--- config.mk ---
export PLATFORM = sky130hd
export DESIGN_NAME = systolic_seq_ctrl
export DESIGN_NICKNAME = d
export VERILOG_FILES = /design/src/rtl/systolic_seq_ctrl_pkg.sv /design/src/rtl/systolic_skew_gen.sv /design/src/rtl/systolic_seq_ctrl.sv
export SDC_FILE = /design/constraint.sdc
export NUM_CORES = 1
export LEC_CHECK = 0
export CAP_MARGIN = 10
export CORE_MARGIN = 2
export CORE_UTILIZATION = 40
export CTS_BUF_LIST = sky130_fd_sc_hd__clkbuf_2 sky130_fd_sc_hd__clkbuf_4 sky130_fd_sc_hd__clkbuf_8
export DETAILED_ROUTE_END_ITERATION = 8
export GPL_ROUTABILITY_DRIVEN = 0
export SLEW_MARGIN = 20
export SYNTH_ARGS = -nofsm -noshare
export SYNTH_HDL_FRONTEND = slang
export SYNTH_SLANG_ARGS = --single-unit
--- constraint.sdc ---
create_clock -name i_clock -period 1.99 [get_ports i_clock]
set_input_delay 0.398 -clock i_clock [delete_from_list [all_inputs] [get_ports i_clock]]
set_output_delay 0.398 -clock i_clock [all_outputs]
set_load 0.005 [all_outputs]
--- src/rtl/systolic_seq_ctrl_pkg.sv ---
// Shared definitions for the systolic array sequencer: state encoding and
// index-width helper used by the controller and its skew generator.
package systolic_seq_ctrl_pkg;

  typedef logic [2:0] state_t;

  localparam state_t ST_IDLE  = 3'd0;
  localparam state_t ST_CLEAR = 3'd1;
  localparam state_t ST_FEED  = 3'd2;
  localparam state_t ST_WAIT  = 3'd3;
  localparam state_t ST_READ  = 3'd4;

  function automatic int idx_bits(input int dim);
    return (dim < 2) ? 1 : $clog2(dim);
  endfunction

endpackage

--- src/rtl/systolic_skew_gen.sv ---
// Combinational operand skew: for feed step t, lane r carries k-index t-r
// while r <= t < r+DIMENSION, and is invalid (index 0) otherwise.
module systolic_skew_gen
  import systolic_seq_ctrl_pkg::*;
#(
  parameter int DIMENSION = 4,
  parameter int STEP_BITS = 3,
  localparam int IDX_BITS = idx_bits(DIMENSION)
) (
  input  logic                          active,
  input  logic [STEP_BITS-1:0]          step,
  output logic [DIMENSION*IDX_BITS-1:0] feed_idx,
  output logic [DIMENSION-1:0]          feed_valid
);

  logic hit_s;

  // Lane r is valid at step r+k for exactly one k in 0..D-1, and that k is its index.
  always_comb begin
    feed_idx   = '0;
    feed_valid = '0;
    hit_s      = 1'b0;
    for (int r = 0; r < DIMENSION; r++) begin
      for (int k = 0; k < DIMENSION; k++) begin
        hit_s = active && (step == STEP_BITS'(r + k));
        feed_valid[r] = feed_valid[r] | hit_s;
        feed_idx[r*IDX_BITS +: IDX_BITS] = feed_idx[r*IDX_BITS +: IDX_BITS] |
                                           (hit_s ? IDX_BITS'(k) : '0);
      end
    end
  end

endmodule

--- src/rtl/systolic_seq_ctrl.sv ---
// Sequencer for a DIMENSION x DIMENSION systolic array: clear, skewed feed,
// wait for the finish flag (with timeout), then stream result indices out.
module systolic_seq_ctrl
  import systolic_seq_ctrl_pkg::*;
#(
  parameter int DIMENSION    = 4,
  parameter int CLEAR_CYCLES = 2,
  parameter int TIMEOUT      = 64,
  localparam int IDX_BITS    = idx_bits(DIMENSION)
) (
  input  logic                          i_clock,
  input  logic                          i_reset,
  input  logic                          i_start,
  output logic                          o_busy,
  output logic                          o_done,
  output logic                          o_timeout,
  output logic                          o_array_reset,
  output logic [DIMENSION*IDX_BITS-1:0] o_feed_idx,
  output logic [DIMENSION-1:0]          o_feed_valid,
  input  logic                          i_finish,
  output logic [IDX_BITS-1:0]           o_rd_row,
  output logic [IDX_BITS-1:0]           o_rd_col,
  output logic                          o_rd_valid,
  input  logic                          i_rd_ready
);

  localparam int STEP_BITS = $clog2(2*DIMENSION - 1);
  localparam int CLR_BITS  = $clog2(CLEAR_CYCLES + 1);
  localparam int TO_BITS   = $clog2(TIMEOUT + 1);

  localparam logic [STEP_BITS-1:0] STEP_LAST = STEP_BITS'(2*DIMENSION - 2);
  localparam logic [CLR_BITS-1:0]  CLR_LAST  = CLR_BITS'(CLEAR_CYCLES - 1);
  localparam logic [TO_BITS-1:0]   TO_LAST   = TO_BITS'(TIMEOUT - 1);
  localparam logic [IDX_BITS-1:0]  IDX_LAST  = IDX_BITS'(DIMENSION - 1);

  state_t                state_r, state_next_s;
  logic [CLR_BITS-1:0]   clr_cnt_r, clr_next_s;
  logic [STEP_BITS-1:0]  step_r, step_next_s;
  logic [TO_BITS-1:0]    wait_cnt_r, wait_next_s;
  logic [IDX_BITS-1:0]   row_r, row_next_s, col_r, col_next_s;
  logic                  done_s, timeout_s;
  logic                  busy_s, array_reset_s, rd_valid_s, feed_active_s;
  logic [DIMENSION*IDX_BITS-1:0] feed_idx_s, feed_idx_r;
  logic [DIMENSION-1:0]  feed_valid_s, feed_valid_r;
  logic                  busy_r, done_r, timeout_r, array_reset_r, rd_valid_r;

  // State and counter registers.
  always_ff @(posedge i_clock or negedge i_reset) begin
    if (!i_reset) begin
      state_r    <= ST_IDLE;
      clr_cnt_r  <= '0;
      step_r     <= '0;
      wait_cnt_r <= '0;
      row_r      <= '0;
      col_r      <= '0;
    end else begin
      state_r    <= state_next_s;
      clr_cnt_r  <= clr_next_s;
      step_r     <= step_next_s;
      wait_cnt_r <= wait_next_s;
      row_r      <= row_next_s;
      col_r      <= col_next_s;
    end
  end

  // Next-state and counter update logic.
  always_comb begin
    state_next_s = state_r;
    clr_next_s   = clr_cnt_r;
    step_next_s  = step_r;
    wait_next_s  = wait_cnt_r;
    row_next_s   = row_r;
    col_next_s   = col_r;
    done_s       = 1'b0;
    timeout_s    = 1'b0;
    case (state_r)
      ST_IDLE: begin
        if (i_start) begin
          state_next_s = ST_CLEAR;
          clr_next_s   = '0;
        end else begin
          state_next_s = ST_IDLE;
        end
      end
      ST_CLEAR: begin
        if (clr_cnt_r == CLR_LAST) begin
          state_next_s = ST_FEED;
          clr_next_s   = '0;
          step_next_s  = '0;
        end else begin
          clr_next_s = clr_cnt_r + CLR_BITS'(1);
        end
      end
      ST_FEED: begin
        if (step_r == STEP_LAST) begin
          state_next_s = ST_WAIT;
          step_next_s  = '0;
          wait_next_s  = '0;
        end else begin
          step_next_s = step_r + STEP_BITS'(1);
        end
      end
      ST_WAIT: begin
        if (i_finish) begin
          state_next_s = ST_READ;
          wait_next_s  = '0;
          row_next_s   = '0;
          col_next_s   = '0;
        end else if (wait_cnt_r == TO_LAST) begin
          state_next_s = ST_IDLE;
          wait_next_s  = '0;
          timeout_s    = 1'b1;
        end else begin
          wait_next_s = wait_cnt_r + TO_BITS'(1);
        end
      end
      ST_READ: begin
        if (rd_valid_r && i_rd_ready) begin
          if (col_r == IDX_LAST) begin
            col_next_s = '0;
            if (row_r == IDX_LAST) begin
              state_next_s = ST_IDLE;
              row_next_s   = '0;
              done_s       = 1'b1;
            end else begin
              row_next_s = row_r + IDX_BITS'(1);
            end
          end else begin
            col_next_s = col_r + IDX_BITS'(1);
          end
        end else begin
          state_next_s = ST_READ;
        end
      end
      default: begin
        state_next_s = ST_IDLE;
        clr_next_s   = '0;
        step_next_s  = '0;
        wait_next_s  = '0;
        row_next_s   = '0;
        col_next_s   = '0;
      end
    endcase
  end

  // Outputs decode the upcoming state so the registered copies line up with it.
  always_comb begin
    busy_s        = (state_next_s != ST_IDLE);
    array_reset_s = (state_next_s == ST_CLEAR);
    rd_valid_s    = (state_next_s == ST_READ);
    feed_active_s = (state_next_s == ST_FEED);
  end

  systolic_skew_gen #(
    .DIMENSION (DIMENSION),
    .STEP_BITS (STEP_BITS)
  ) u_skew (
    .active     (feed_active_s),
    .step       (step_next_s),
    .feed_idx   (feed_idx_s),
    .feed_valid (feed_valid_s)
  );

  // Output registers.
  always_ff @(posedge i_clock or negedge i_reset) begin
    if (!i_reset) begin
      busy_r        <= 1'b0;
      done_r        <= 1'b0;
      timeout_r     <= 1'b0;
      array_reset_r <= 1'b0;
      rd_valid_r    <= 1'b0;
      feed_idx_r    <= '0;
      feed_valid_r  <= '0;
    end else begin
      busy_r        <= busy_s;
      done_r        <= done_s;
      timeout_r     <= timeout_s;
      array_reset_r <= array_reset_s;
      rd_valid_r    <= rd_valid_s;
      feed_idx_r    <= feed_idx_s;
      feed_valid_r  <= feed_valid_s;
    end
  end

  assign o_busy        = busy_r;
  assign o_done        = done_r;
  assign o_timeout     = timeout_r;
  assign o_array_reset = array_reset_r;
  assign o_feed_idx    = feed_idx_r;
  assign o_feed_valid  = feed_valid_r;
  assign o_rd_row      = row_r;
  assign o_rd_col      = col_r;
  assign o_rd_valid    = rd_valid_r;

endmodule

==> results of run 1 <==
[cell usage after synthesis (3+ instances only)]
| cell | count | area share |
|---|---|---|
| and2_1 | 6 | 0.023 |
| nand2_1 | 10 | 0.023 |
| o21ai_0 | 5 | 0.015 |
| inv_1 | 3 | 0.0069 |
| clkbuf_1 | 7 | 0.016 |
| a22o_1 | 5 | 0.027 |
| dfrtp_1 | 36 | 0.56 |
| nor2_1 | 12 | 0.028 |
| ha_1 | 3 | 0.023 |
| a21oi_1 | 7 | 0.022 |
| nor2b_1 | 4 | 0.015 |
| nor3_1 | 3 | 0.0092 |
| a21o_1 | 4 | 0.019 |
[registers in the layout (all words and copies together), names as in the netlist]
register and flops:
o_feed_idx 8, wait_cnt_r 7, o_feed_valid 4, state_r 3, step_r 3, clr_cnt_r 2, o_rd_col 2, o_rd_row 2
o_array_reset 1, o_busy 1, o_done 1, o_rd_valid 1, o_timeout 1
[cell type report]
type                            instances  share of cell area
Sequential cell                        36              0.4433
Multi-Input combinational cell        101              0.3276
Timing Repair Buffer                   33              0.1527
Clock buffer                            6             0.03756
Tap cell                               50             0.03079
Inverter                                3            0.005542
Clock inverter                          1            0.002463
[worst min-delay path by stage]
| stage | startpoint | depth (start not counted) | to |
|---|---|---|---|
| 3_5_place_dp | wait_cnt_r[5] | 1 | wait_cnt_r[5] |
| 5_1_grt | wait_cnt_r[5] | 1 | wait_cnt_r[5] |
| 6_report | wait_cnt_r[5] | 1 | wait_cnt_r[5] |
| 3_3_place_gp | wait_cnt_r[5] | 1 | wait_cnt_r[5] |
| 2_1_floorplan | i_reset | 0 | clr_cnt_r[0] |
| 4_1_cts | wait_cnt_r[5] | 1 | wait_cnt_r[5] |
[report_power, final]
| part | leakage, nW | switching, mW | total [mW] | internal, mW |
|---|---|---|---|---|
| Sequential | 0.486 | 0.193 | 1.09 | 0.898 |
| Combinational | 0.413 | 0.407 | 0.890 | 0.483 |
| Clock | 0.0445 | 0.238 | 0.490 | 0.251 |
| Total | 0.944 | 0.839 | 2.47 | 1.63 |
[per-stage QoR]
step | std cells | setup slack (ns)
3_3_place_gp | 223 | -0.01631
6_report | 230 | 0.1455
3_5_place_dp | 223 | -0.06566
5_1_grt | 230 | 0.02503
4_1_cts | 230 | 0.1397
2_1_floorplan | 149 | 0.2400
[worst max-delay path, delay by kind of cell, from the launching register on]
kind	cells	cell delay (ns)
adders and majority gates	1	0.21
and+or+nand+nor	2	0.49
AOI/OAI and AO/OA	2	0.61
DFF	1	0.40
[layer usage]
metal  GRT usage  vias to the layer above
met5           0                        -
met4     0.06122                        0
met3     0.04500                        6
met2      0.2439                       33
met1      0.2045                      591
li1            -                      595
[logic make-up after synthesis]
group / Yosys count / synth area share
AO/OA/AOI/OAI: 36 / 0.1557
AND/OR/NAND/NOR: 60 / 0.2197
XOR/XNOR: 1 / 0.005398
buffers and inverters: 12 / 0.03470
multiplexers: 1 / 0.006168
adder cells (fa/ha/maj): 3 / 0.02313
flip-flops: 36 / 0.5551
==> results.json, run 1 <==
{
  "drtIter0Drc": 66,
  "wl_per_cell_um": 13.60,
  "clock_latency_ns": 0.28,
  "ys_ff_latch": 36,
  "cts-resized-gates": 0,
  "dr.max_layer_used": "met4",
  "r2r_start": "wait_cnt_r[0]",
  "cp_max_fo": 5,
  "vdd_ir_drop_max_v": 0.0004952,
  "worst_pin_slew_ns": 0.5071,
  "viasPerCell": 5.326,
  "route.detailed.drc": 0,
  "timing.setup.tns_ns": 0,
  "max_freq_mhz": 542.1,
  "layout_common_cells": "36 x dfrtp_1, 25 x clkdlybuf4s50_1, 12 x nor2_1",
  "synth_cells": 149,
  "worst_setup_path_end_kind": "flop",
  "syn_to_final_growth_pct": 25.21,
  "gr-usage-all-layers": 0.1563,
  "cts_buffer_depth": 2,
  "synth-seq-area-share": 0.5551,
  "pin_count": 26,
  "design_area_um2": 2032,
  "syn_area_um2": 1623,
  "setup_viol": 0,
  "fillCellCount": 339,
  "p_leak_nw": 0.9437,
  "arrival_ns": 2.01,
  "dieArea_um2": 4583,
  "fp.dieW_um": 67.70,
  "grt_pass1_vias": 1171,
  "status": "finished clean",
  "finalNetCount": 188,
  "met2_length_um": 1437,
  "overflow": 0,
  "grt_pass1_wl_um": 5250,
  "ys_warn_count": 0,
  "critPathSlowestCell": "dfrtp_1",
  "antenna_found_initial": 0,
  "report.final.slew_viol_count": 0,
  "rsz0062_at_grt": "false",
  "finalHoldViolCount": 0,
  "drtAntennaViolNets": 0,
  "async_flop_share": 1.000,
  "wirelength_um": 3127,
  "drv_cap": 0,
  "drive_above_1_share": 0.1111,
  "hp-class": "reg2reg",
  "cts.sinks": 36,
  "vias": 1225,
  "cts_buffers": 5,
  "power_density_nw_per_um2": 1216,
  "hpwl_um": 2233,
  "dpl-instance-area_um2": 1951,
  "avgSynthCellArea_um2": 10.89,
  "cp-start-kind": "flop",
  "period_minus_slack_ns": 1.845,
  "core_area_um2": 3943,
  "r2r_end": "o_busy",
  "crit_path_cell_trace": "ha_1 > nand3_2 > o31a_1 > a211o_1 > or3_1",
  "r2r_setup_slack_ns": 0.15,
  "multi_input_area_um2": 665.6,
  "io_buffers": 25,
  "critPathLaunch": "wait_cnt_r[0]",
  "clk_pin_slew_ns": 0.07,
  "r2r_cells": 5,
  "synth_nets": 157,
  "postCtsHoldBufs": 0,
  "htreeDepth": 2,
  "wl_met3_um": 141,
  "cts_tree": "yes",
  "fin_skew_ns": 0.007189,
  "yosys.cell_types.count": 46,
  "initial_core_util": 0.4116,
  "synth_flop_cell": "dfrtp_1",
  "final_common_cell": "dfrtp_1",
  "critical_path_class": "reg2reg",
  "firstDrtPassIters": 4,
  "m1WireLength_um": 1495,
  "root_buffer": "clkbuf_8",
  "slowest_delay_ns": 0.40,
  "required_ns": 2.15,
  "diodes": 0,
  "row_count": 23,
  "post-route-period-util": 0.9269,
  "endpoint": "o_busy",
  "fp.dieH_um": 67.70,
  "final_core_util": 0.5154,
  "synth_edf_count": 0,
  "grt_start_max_net_pins": 37,
  "slew_headroom": 0.6573,
  "seqCellArea_um2": 900.9,
  "power_mw": 2.472,
  "whs_ns": 0.4974,
  "cts_setup_buffers": 0
}
(Power assumes the default switching activity.)
==> run 2, diff against run 1 <==
Settings changed: CELL_PAD_IN_SITES_DETAIL_PLACEMENT set to 1, CELL_PAD_IN_SITES_GLOBAL_PLACEMENT set to 2, CORE_UTILIZATION 40 to 34, CTS_BUF_LIST sky130_fd_sc_hd__clkbuf_2 sky130_fd_sc_hd__clkbuf_4 sky130_fd_sc_hd__clkbuf_8 to not set, PLACE_DENSITY_LB_ADDON set to 0.1, SYNTH_HIERARCHICAL set to 1.
==> results.json, run 2 <==
{
  "design_area_um2": 2349,
  "yosys-top-cells-count": "36 x dfrtp_1, 11 x nand2_1, 11 x nor2_1, 11 x o21ai_0, 8 x a21oi_1",
  "async_flop_share": 1.000,
  "grt_pass1_vias": 1556,
  "drv_cap": 0,
  "cts_buffer_depth": 2,
  "status": "finished clean",
  "worst_setup_path_end_kind": "flop",
  "hold_start": "o_rd_col[1]",
  "gr-usage-all-layers": 0.1792,
  "ys_warn_count": 6,
  "fin_skew_ns": 0.01096,
  "largest_reg_flops": 8,
  "crit_path_cell_trace": "buf_4 > buf_4 > or3_4 > a21oi_1 > buf_4 > nor3_4 > nor2b_2 > and2_2",
  "synth_flop_cell": "dfrtp_1",
  "yosys.cell_types.count": 45,
  "cp-start-kind": "flop",
  "synth_cells": 155,
  "drive_above_1_share": 0.2890,
  "postCtsHoldBufs": 0,
  "cts_buffers": 5,
  "r2r_start": "state_r[0]",
  "core_area_um2": 4692,
  "cts_tree": "yes",
  "pin_count": 26,
  "dieArea_um2": 5431,
  "synth-seq-area-share": 0.5455,
  "layout_setup_ws_ns": 0.07393,
  "synth_nets": 163,
  "yosysMostFrequentCell": "dfrtp_1",
  "cts.sinks": 36,
  "report.final.slew_viol_count": 0,
  "required_ns": 2.18,
  "synth_top_area_cell": "dfrtp_1",
  "finalNetCount": 225,
  "max_freq_mhz": 521.9,
  "initial_core_util": 0.3520,
  "critPathSlowestCell": "dfrtp_1",
  "row_count": 25,
  "drtAntennaViolNets": 0,
  "vias": 1413,
  "root_buffer": "clkbuf_8",
  "slew_headroom": 0.6971,
  "setup_viol": 0,
  "fp.dieH_um": 73.70,
  "wl_per_cell_um": 15.66,
  "syn_to_final_growth_pct": 42.20,
  "syn_area_um2": 1652,
  "wirelength_um": 4260,
  "grt_pass1_wl_um": 7307,
  "timing.setup.tns_ns": 0,
  "clock_latency_ns": 0.29,
  "netlist.area_leader.share": 0.5455,
  "firstDrtPassIters": 4,
  "synth_area_leaders": "dfrtp_1 55%, o21ai_0 3.3%, nand2_1 2.5%, nor2_1 2.5%, a21oi_1 2.4%",
  "diodes": 0,
  "layout_common_cells": "36 x buf_4, 34 x dfrtp_1, 24 x clkdlybuf4s50_1",
  "path_common_cell": "buf_4",
  "post-route-period-util": 0.9628,
  "critical_path_class": "reg2reg",
  "vdd_ir_drop_max_v": 0.0004991,
  "whs_ns": 0.5144,
  "drtIter0Drc": 33,
  "route.detailed.drc": 0,
  "avgSynthCellArea_um2": 10.66,
  "htreeDepth": 2,
  "r2r_setup_slack_ns": 0.07,
  "grt_start_max_net_pins": 37,
  "antenna_found_initial": 0,
  "pre_cts_slack_ns": -0.3218,
  "critPathLaunch": "state_r[0]",
  "period_minus_slack_ns": 1.916,
  "power_density_nw_per_um2": 1371,
  "p_leak_nw": 1.073,
  "io_buffers": 25,
  "overflow": 0,
  "clk_pin_slew_ns": 0.08,
  "viasPerCell": 5.195,
  "final_common_cell": "buf_4",
  "fp.dieW_um": 73.70,
  "synth_edf_count": 0,
  "rsz0062_at_grt": "true",
  "cp_max_fo": 5,
  "finalHoldViolCount": 0,
  "slowest_delay_ns": 0.43,
  "hp-class": "reg2reg",
  "arrival_ns": 2.10,
  "ys_ff_latch": 36,
  "worst_pin_slew_ns": 0.4544,
  "hpwl_um": 3128,
  "dpl-instance-area_um2": 2151
}
-- run 2: final cells by class --
| type | count | area [um^2] |
|---|---|---|
| clock buffer | 5 | 68.82 |
| multi-input combinational | 108 | 742.0 |
| sequential | 36 | 903.4 |
| tap | 54 | 67.56 |
| fill | 520 | 2344 |
| timing repair buffer | 62 | 530.5 |
| clock inverter | 3 | 21.27 |
| inverter | 4 | 15.01 |
-- run 2: worst max-delay path: cells and delay by family, from the launching register on --
| kind | cells | cell delay (ns) |
|---|---|---|
| simple gates | 4 | 0.80 |
| buf+inv | 3 | 0.44 |
| flops | 1 | 0.43 |
| compound gates | 1 | 0.14 |
-- run 2: cells by family after synthesis --
kind of cell | count (synthesis) | share of synthesized area
AND/OR/NAND/NOR | 61 | 0.2159
AO/OA/AOI/OAI | 42 | 0.1674
flip-flops | 36 | 0.5455
buffers and inverters | 11 | 0.03787
adder cells (fa/ha/maj) | 3 | 0.02273
XOR/XNOR | 2 | 0.01061
-- run 2: stage by stage --
stage                 util  instances  total power [mW]
floorplan                -        155             1.872
global placement    0.4584        256             2.495
detailed placement  0.4584        256             2.565
CTS                 0.4912        269             3.203
global route        0.5005        272             3.475
finish              0.5005        272             3.220
-- run 2: repair_timing --
action | in CTS | in global routing
gates resized for setup | 12 | 4
endpoints found under the setup margin | 12 | 13
buffers inserted | 5 | 3
pin swaps | 4 | 2
-- run 2: layer usage --
metal / up-vias / share of wire / GRT usage
li1: 679 / - / -
met1: 715 / 0.45 / 0.2141
met2: 17 / 0.52 / 0.3056
met4: 0 / 0.0042 / 0.06061
met5: - / 0 / 0
met3: 2 / 0.031 / 0.05350
-- run 2: worst paths after layout --
path / endpoint / cells after the start
max in group asynchronous: state_r[1] / 2
min in group asynchronous: wait_cnt_r[4] / 2
min reg2reg: o_rd_col[1] / 2
min: o_rd_col[1] / 2
max reg2reg: o_feed_idx[0] / 8
max: o_feed_idx[0] / 8
-- run 2: report_power, final --
| group | switching (mW) | internal [mW] |
|---|---|---|
| logic | 0.735 | 0.897 |
| clock network | 0.284 | 0.248 |
| registers | 0.155 | 0.901 |
| total | 1.17 | 2.05 |
==> run 3, diff against run 2 <==
==> constraint.sdc (replaced) <==
create_clock -name i_clock -period 1.99 [get_ports i_clock]
set_input_delay 0.2985 -clock i_clock [delete_from_list [all_inputs] [get_ports i_clock]]
set_output_delay 0.2985 -clock i_clock [all_outputs]
set_load 0.005 [all_outputs]
==> results.json, run 3 (synthesis results as in run 2) <==
{
  "status": "finished clean",
  "slew_headroom": 0.6919,
  "cts.sinks": 36,
  "final_core_util": 0.4987,
  "hpwl_um": 3031,
  "p_leak_nw": 1.060,
  "wl_met3_um": 94,
  "grt_pass1_wl_um": 7107,
  "syn_to_final_growth_pct": 41.67,
  "grt_pass1_vias": 1522,
  "core_area_um2": 4692,
  "fp.dieW_um": 73.70,
  "dieArea_um2": 5431,
  "post-route-period-util": 0.9925,
  "setup_viol": 0,
  "dpl-instance-area_um2": 2136,
  "antenna_found_initial": 0,
  "cts_buffer_depth": 2,
  "cts_tree": "yes",
  "required_ns": 2.20,
  "drive_above_1_share": 0.2642,
  "period_minus_slack_ns": 1.975,
  "firstDrtPassIters": 4,
  "pin_count": 26,
  "worst_pin_slew_ns": 0.4621,
  "drtAntennaViolNets": 0,
  "drtIter0Drc": 47,
  "postCtsHoldBufs": 0,
  "report.final.slew_viol_count": 0,
  "arrival_ns": 2.18,
  "largest_reg_flops": 8,
  "cts_buffers": 5,
  "vdd_ir_drop_max_v": 0.0005278,
  "m1WireLength_um": 1897,
  "met2_length_um": 2095,
  "max_freq_mhz": 506.3,
  "worst_setup_path_end_kind": "flop",
  "fin_skew_ns": 0.007611,
  "layout_common_cells": "34 x dfrtp_1, 29 x buf_4, 25 x clkdlybuf4s50_1",
  "power_mw": 3.325,
  "timing.setup.tns_ns": 0,
  "gr-usage-all-layers": 0.1710,
  "finalNetCount": 219,
  "clock_latency_ns": 0.29,
  "io_buffers": 25,
  "fp.dieH_um": 73.70,
  "final_common_cell": "dfrtp_1",
  "clk_pin_slew_ns": 0.07,
  "wirelength_um": 4132,
  "root_buffer": "clkbuf_8",
  "dr.max_layer_used": "met4",
  "viasPerCell": 5.203,
  "row_count": 25,
  "cp-start-kind": "flop",
  "whs_ns": 0.4331,
  "diodes": 0,
  "overflow": 0,
  "initial_core_util": 0.3520,
  "vias": 1384,
  "drv_cap": 0,
  "route.detailed.drc": 0,
  "finalHoldViolCount": 0,
  "hp-class": "in2async",
  "htreeDepth": 2,
  "wl_per_cell_um": 15.53,
  "rsz0062_at_grt": "true",
  "grt_start_max_net_pins": 37,
  "cp_max_fo": 6,
  "critical_path_class": "reg2reg",
  "power_density_nw_per_um2": 1421,
  "design_area_um2": 2340
}
## run 3: stage by stage
stage / instances / worst slack, ns
final: 266 / 0.01483
after detailed placement: 254 / -0.2215
after CTS: 265 / -0.02246
after global routing: 266 / -0.09281
after global placement: 254 / -0.1592
after floorplan: 155 / 0.01087
## run 3: worst paths after layout
path	start	to	slack [ns]	depth (start not counted)
setup / recovery	state_r[0]	o_feed_idx[2]	0.01	7
hold / removal	i_reset	clr_cnt_r[0]	0.43	2
setup reg to reg	state_r[0]	o_feed_idx[2]	0.01	7
hold reg to reg	wait_cnt_r[5]	wait_cnt_r[5]	0.52	1
max in group asynchronous	i_reset	state_r[2]	1.19	2
min in group i_clock	wait_cnt_r[5]	wait_cnt_r[5]	0.52	1
## run 3: where the power goes
group          total [mW]  switching (mW)  internal (mW)
combinational        1.56           0.718          0.843
clock               0.704           0.262          0.442
sequential           1.06           0.157          0.901
total                3.32            1.14           2.19
## run 3: repair_timing
| item | CTS | global route |
|---|---|---|
| resized for setup | 9 | 6 |
| endpoints found under the setup margin | 12 | 12 |
| pin swaps | 5 | 2 |
| setup buffers | 3 | 1 |
## run 3: metal layers
| layer | vias to the layer above | track usage |
|---|---|---|
| li1 | 673 | - |
| met1 | 689 | 0.2045 |
| met2 | 16 | 0.3036 |
| met3 | 6 | 0.04115 |
| met4 | 0 | 0.04848 |
| met5 | - | 0 |
## run 3: final cells by class
| type | instances | area (um^2) |
|---|---|---|
| Clock buffer | 7 | 96.34 |
| Clock inverter | 1 | 30.03 |
| Fill cell | 528 | 2352 |
| Inverter | 4 | 15.01 |
| Multi-Input combinational cell | 108 | 737.0 |
| Sequential cell | 36 | 903.4 |
| Tap cell | 54 | 67.56 |
| Timing Repair Buffer | 56 | 490.5 |
## run 3: critical path, cell delays in order (launching register included)
cell and delay [ns]:
dfrtp_1 0.45, or3b_2 0.52, nor3_1 0.14, o21ai_0 0.10, o21ai_1 0.17, buf_4 0.20
xnor2_1 0.11, nor3b_1 0.19
